$ cat config.mk
export PLATFORM = sky130hd
export DESIGN_NAME = uart_tx_async
export DESIGN_NICKNAME = d
export VERILOG_FILES = /design/src/rtl/uart_tx_async.sv
export SDC_FILE = /design/constraint.sdc
export NUM_CORES = 1
export LEC_CHECK = 0
export BUFFER_PORTS_ARGS = -buffer_cell sky130_fd_sc_hd__buf_4
export CAP_MARGIN = 20
export CORE_MARGIN = 2
export CORE_UTILIZATION = 50
export CTS_CLUSTER_DIAMETER = 120
export CTS_CLUSTER_SIZE = 16
export DETAILED_ROUTE_END_ITERATION = 16
export PLACE_DENSITY = 0.72
export SETUP_SLACK_MARGIN = 0.3
export SLEW_MARGIN = 10
export SYNTH_ARGS = -nofsm -noshare
export SYNTH_HDL_FRONTEND = slang
export SYNTH_SLANG_ARGS = --single-unit
$ cat constraint.sdc
create_clock -name clk -period 4.8 [get_ports clk]
set_clock_uncertainty 0.1 [all_clocks]
set_input_delay 0.48 -clock clk [delete_from_list [all_inputs] [get_ports clk]]
set_output_delay 0.48 -clock clk [all_outputs]
set_load 0.1 [all_outputs]
$ cat src/rtl/uart_tx_async.sv
// uart_tx_async: byte-to-frame UART transmitter (start, 7/8 data LSB first,
// optional even/odd parity, one stop), one bit per 16 baud_clock pulses.
// Ports: clk, reset_n (async, active low), baud_clock (16x enable),
//   bit8/parity_en/odd_n_even (frame config), tx_data, write_tx_byte,
//   fifo_empty, fifo_read_en (TX_FIFO=1 refill), tx, tx_ready, tx_idle.
module uart_tx_async #(
  parameter int TX_FIFO = 0
) (
  input  logic       clk,
  input  logic       reset_n,
  input  logic       baud_clock,
  input  logic       bit8,
  input  logic       parity_en,
  input  logic       odd_n_even,
  input  logic [7:0] tx_data,
  input  logic       write_tx_byte,
  input  logic       fifo_empty,
  output logic       fifo_read_en,
  output logic       tx,
  output logic       tx_ready,
  output logic       tx_idle
);

  typedef enum logic [2:0] {
    IDLE,
    START,
    DATA,
    PARITY,
    STOP
  } state_t;

  state_t     state, state_d;
  logic [3:0] bit_timer, timer_d;
  logic [2:0] bit_cnt, cnt_d;
  logic [7:0] shift, shift_d;
  logic [7:0] hold;
  logic       par, par_d, par_nx;
  logic       tx_d;
  logic       bit8_f, bit8_d;
  logic       pe_f, pe_d;
  logic       odd_f, odd_d;
  logic       load;
  logic       take;
  logic       rd_d;
  logic       last_bit;
  logic       boundary;

  localparam logic USE_FIFO = (TX_FIFO != 0);

  // last data bit index is 7 for 8-bit frames, 6 for 7-bit frames
  assign last_bit = (bit_cnt == {2'b11, bit8_f});
  assign boundary = &bit_timer;
  assign par_nx   = par ^ shift[0];

  // FIFO mode: pulse the pop, take the show-ahead data on the next clk
  assign take = USE_FIFO ? fifo_read_en : (write_tx_byte & tx_ready);
  assign rd_d = USE_FIFO & tx_ready & ~fifo_empty & ~fifo_read_en;

  assign tx_idle = (state == IDLE) & tx_ready;

  always_comb begin
    state_d = state;
    timer_d = bit_timer;
    cnt_d   = bit_cnt;
    shift_d = shift;
    par_d   = par;
    tx_d    = tx;
    bit8_d  = bit8_f;
    pe_d    = pe_f;
    odd_d   = odd_f;
    load    = 1'b0;
    if (baud_clock) begin
      timer_d = bit_timer + 4'd1;
      unique case (state)
        IDLE: begin
          timer_d = '0;
          tx_d    = 1'b1;
          load    = ~tx_ready;
        end
        START: begin
          if (boundary) begin
            state_d = DATA;
            tx_d    = shift[0];
            cnt_d   = '0;
          end
        end
        DATA: begin
          if (boundary) begin
            par_d   = par_nx;
            shift_d = {1'b0, shift[7:1]};
            if (last_bit) begin
              if (pe_f) begin
                state_d = PARITY;
                tx_d    = par_nx ^ odd_f;
              end else begin
                state_d = STOP;
                tx_d    = 1'b1;
              end
            end else begin
              cnt_d = bit_cnt + 3'd1;
              tx_d  = shift[1];
            end
          end
        end
        PARITY: begin
          if (boundary) begin
            state_d = STOP;
            tx_d    = 1'b1;
          end
        end
        STOP: begin
          if (boundary) begin
            if (tx_ready) state_d = IDLE;
            else          load    = 1'b1;
          end
        end
        default: begin
          state_d = IDLE;
          tx_d    = 1'b1;
        end
      endcase
      // frame start: shared by IDLE and back-to-back from STOP
      if (load) begin
        state_d = START;
        tx_d    = 1'b0;
        timer_d = '0;
        cnt_d   = '0;
        shift_d = hold;
        par_d   = 1'b0;
        bit8_d  = bit8;
        pe_d    = parity_en;
        odd_d   = odd_n_even;
      end
    end
  end

  always_ff @(posedge clk or negedge reset_n) begin
    if (!reset_n) begin
      state     <= IDLE;
      bit_timer <= '0;
      bit_cnt   <= '0;
      shift     <= '0;
      par       <= 1'b0;
      tx        <= 1'b1;
      bit8_f    <= 1'b1;
      pe_f      <= 1'b0;
      odd_f     <= 1'b0;
    end else begin
      state     <= state_d;
      bit_timer <= timer_d;
      bit_cnt   <= cnt_d;
      shift     <= shift_d;
      par       <= par_d;
      tx        <= tx_d;
      bit8_f    <= bit8_d;
      pe_f      <= pe_d;
      odd_f     <= odd_d;
    end
  end

  // load only fires with tx_ready=0, take only with tx_ready=1
  always_ff @(posedge clk or negedge reset_n) begin
    if (!reset_n) begin
      hold         <= '0;
      tx_ready     <= 1'b1;
      fifo_read_en <= 1'b0;
    end else begin
      fifo_read_en <= rd_d;
      if (load) begin
        tx_ready <= 1'b1;
      end else if (take) begin
        hold     <= tx_data;
        tx_ready <= 1'b0;
      end
    end
  end

endmodule

* Yosys cells after proc, flatten, opt, wreduce, memory -nomap -nowiden
Index checks and enable logic that the tools add are counted.
Cells by class: add/subtract/negate cells 2, div/mod/pow operators 0, bitwise gates (word level) 6, equality and inequality tests 14, magnitude comparators 0, shift operators 0, multiplexer cells 36, multiply operators 0, reductions and logical operators 12
Operators with widths (count):
- $mux W3 | 12
- $mux W8 | 3
- $ne A3 B3 Y1 const B | 7
- $mux W1 | 15
- $pmux W3 S5 | 1
- $reduce_and A5 Y1 | 2
- $mux W4 | 2
- $reduce_and A8 Y1 | 1
- $eq A3 B2 Y1 const B | 2
- $pmux W3 S2 | 1
- $reduce_bool A2 Y1 | 3
- $add A4 B1 Y4 const B | 1
- $pmux W1 S4 | 1
- $reduce_and A2 Y1 | 2
- $reduce_and A4 Y1 | 1
- $add A3 B1 Y3 const B | 1
- $eq A3 B1 Y1 const B | 1
- $eq A3 B3 Y1 | 1
- $eq A3 B3 Y1 const B | 1
- $logic_not A3 Y1 | 1
- $reduce_and A3 Y1 | 1
- $reduce_bool A3 Y1 | 1
- $and A1 B1 Y1 | 2
- $ne A2 B1 Y1 const B | 1
- other kinds (4) | 6
Storage, ports and cells: bits in registers 32, word-level logic and storage cells 81, memories 0, latch bits 0, bits of input ports 16, memory bits (writable) 0, output and inout bits 4, bits in read-only memories 0

* Depth between registers and ports, before layout
depth after elaboration 7, gate-level depth with buffers 6, mapped depth without buffers 5

* Worst setup path after synthesis
No wires, ideal clock.
kind register to output, from register tx_ready, to output port tx_idle, arrival 1836 ps, setup slack 2384 ps, stages on the path, launching flop included 3, path buffers 1, data required time 4220 ps, cell sequence dfstp_2 buf_4 and2_1
Between the ends: longest elaborated chain between the ends 1
RTL lines:
- from (decl) | RTL line 20 | output logic tx_ready,
- from (signal assigned) | RTL line 165 | tx_ready <= 1'b1;
- from (signal assigned) | RTL line 170 | tx_ready <= 1'b1;
- from (signal assigned) | RTL line 173 | tx_ready <= 1'b0;
- $and A1 B1 Y1 | RTL line 59 | assign tx_idle = (state == IDLE) & tx_ready;
- to (decl) | RTL line 21 | output logic tx_idle
No other way between the ends.

* Worst setup path in the final report
from register state[2], to output port tx_idle
Between the ends: longest elaborated chain between the ends 2
RTL lines:
- from (decl) | RTL line 32 | state_t state, state_d;
- from (signal assigned) | RTL line 149 | state <= state_d;
- $logic_not A3 Y1 | RTL line 59
- $and A1 B1 Y1 | RTL line 59
No other way between the ends.

==> qor.txt <==
Min-delay worst type -> input port to flop
Final Cell Area -> 1990 µm²
DP HPWL -> 2.37 mm
Crit. End Element -> output port
Synthesized flop and latch total -> 32
Main synth FF type -> dfrtp_1
Final setup violation count -> 0
Avg Cell Area, Syn -> 11.2 µm²
Slew margin rel. -> 0.633
Synth cell types -> 53
Async set-reset flop share out of synthesis -> 1.00
Pin count of the biggest net entering global routing -> 33
Hold buffers post-CTS -> 1
Clock power frac -> 0.158
H-tree depth -> 2
Clock sink count -> 32
Crit path time final -> 2.29 ns
GR Util All Layers -> 0.183
Drt initial violations -> 46
EDFF count, synth -> 0
Yosys top cell by area -> dfrtp_1
Synth warnings -> 0
CTS tree -> built
Drc violations -> 0
Status -> complete, no violations
Die area -> 4070 µm²
Max FO, Critical Path -> 15
Worst vdd ir -> 272 µV
Layout cell share with drive strength beyond 1 -> 0.257
Placed cell area -> 1920 µm²
Total length of routed wires -> 3.26 mm
Final Cycle Share -> 0.477
CP startpoint kind -> flop
First-pass GRT wire length -> 5.94 mm
Fin. Hold Viols -> 0
Vias per cell -> 5.88
Number of global-route vias before repair -> 1,323
Layout Area Growth over Synthesis -> 11.4%
Setup TNS -> 0 ns
RSZ-0062 raised after global routing -> false
Resized Gates After CTS -> 0
Critical Path RT -> 4.22 ns
CTS Buf Count -> 5
Critical Path AT -> 1.71 ns
Root Buffer -> clkbuf_4
Placed insts -> 213
Clock slew at reported path FFs -> 0.10 ns
IO Pins -> 20
Setup CP Type -> flop to output port
GPL Wtd Cong -> 0.848
Syn Std Cell Area -> 1790 µm²
Internal power -> 0.000673 W
Measured slew at the worst slew-check pin -> 0.551 ns
Drt first pass iters -> 4
Total Power -> 0.00108 W
Switching pwr -> 0.000405 W
CP Cell Sequence -> nor3_1 > and2_1 > buf_4
Combinational power share -> 0.388
Seq pwr share -> 0.453
Vias -> 1,300
# diodes -> 0
Most frequent cells in the layout -> dfrtp_1 (29), buf_4 (17), mux2_1 (14)
CP max-delay cell -> dfrtp_1
Core Area -> 3390 µm²
Initial Util -> 0.527
Total global routing overflow -> 0
Max Fclk -> 436 MHz
Clk_lat worst skew -> 0.32 ns
DR WL/cell -> 14.8 µm
Initial antenna violation count -> 0
Crit-path max cell delay -> 0.59 ns
Top cell type's share of synthesized area -> 0.406
Post-CTS Setup Bufs -> 0
P_leak -> 0.930 nW
# Max-Cap Violations -> 0
Syn Inst Count -> 159
Seq/Total Area, Yosys -> 0.450
Die Span Y -> 63.8 µm
Pwr/cell area -> 542 nW/µm²
Clock Tree Buf Depth -> 2
Switch share -> 0.376
Post-synth net total -> 177
Main area contributors after synthesis -> dfrtp_1 (41%), mux2_1 (8.8%), mux2_2 (5.7%)
ANT nets after route -> 0
Non-Filler Instances -> 221
Cell Rows -> 21
Port Buf Inserts -> 17
Final #Nets -> 193
Die X -> 63.8 µm
Slew Viols, Final -> 0
Most common cell after layout, fill and taps aside -> dfrtp_1
==> worst max-delay path: cells and delay by family (launching register included) <==
kind / cells / cell delay [ns]
buffers and inverters: 1 / 0.28
flip-flops: 1 / 0.59
AND/OR/NAND/NOR: 2 / 0.53
==> power by group through the flow <==
stage               clock (W)  sequential [W]  combinational (W)
floorplan                   0        0.000497           0.000327
global placement            0        0.000485           0.000404
detailed placement          0        0.000494           0.000419
CTS                  0.000176        0.000488           0.000421
global route         0.000188        0.000507           0.000465
finish               0.000171        0.000489           0.000419
==> final timing paths <==
kind,start,endpoint,slack (ns),cells after the start
hold reg to reg,shift[4]$_DFFE_PN0P_,shift[4]$_DFFE_PN0P_,0.39,1
setup reg to reg,bit_timer[0]$_DFFE_PN0P_,shift[6]$_DFFE_PN0P_,2.66,5
hold / removal,write_tx_byte,tx_ready$_DFFE_PN1P_,0.20,2
setup / recovery,state[2]$_DFFE_PN0P_,tx_idle,2.51,3
min in group asynchronous,reset_n,bit_timer[1]$_DFFE_PN0P_,0.51,2
max in group asynchronous,reset_n,tx_ready$_DFFE_PN1P_,3.75,2
==> flip-flops by register name (all words and copies together) (netlist names) <==
name	cells
tx	1
bit_timer	4
pe_f	1
state	3
tx_ready	1
shift	8
par	1
odd_f	1
bit8_f	1
hold	8
bit_cnt	3
==> synth_stat cells (3+ instances only) <==
master,count
a21oi_1,4
a31oi_1,3
buf_2,3
buf_4,3
dfrtp_1,29
dfstp_2,3
inv_1,9
mux2_1,14
mux2_2,9
mux2_4,3
mux2i_1,3
nand2_1,11
nand3_1,6
nor2_1,3
o211ai_1,3
o21ai_0,7
==> per-stage QoR <==
stage	hold WS, ns	setup slack (ns)	util
finish	0.202	2.51	0.587
global route	0.187	2.37	0.587
CTS	0.196	2.52	0.587
detailed placement	0.341	2.68	0.565
global placement	0.337	2.71	0.565
floorplan	0.0844	2.38	-
==> metal layers <==
layer / wire length (µm) / vias up / global-route usage
met2: 1630 / 42 / 0.311
li1: - / 609 / -
met1: 1420 / 643 / 0.232
met4: 48 / 0 / 0.0625
met5: 0 / - / 0
met3: 159 / 6 / 0.0370
==> area by class of cell <==
type | count | area, µm²
multi-input cells | 109 | 892
clock buffers | 7 | 65.1
repair buffers | 18 | 138
flip-flops and latches | 32 | 805
inverters | 9 | 33.8
well taps | 46 | 57.6
fillers | 284 | 1400
==> cell families (layout without fill, tap and decap cells) <==
kind of cell / after synthesis / in the layout / share of synthesized area
xor gates and xnor gates: 2 / 2 / 0.0175
muxes: 29 / 29 / 0.187
AOI/OAI and AO/OA: 36 / 36 / 0.146
adders and majority gates: 2 / 2 / 0.0140
other: 1 / 1 / 0.00210
DFF: 32 / 32 / 0.450
and+or+nand+nor: 39 / 39 / 0.133
buffers and inverters: 18 / 34 / 0.0504
Note: power is estimated with default switching activity, not from simulation.
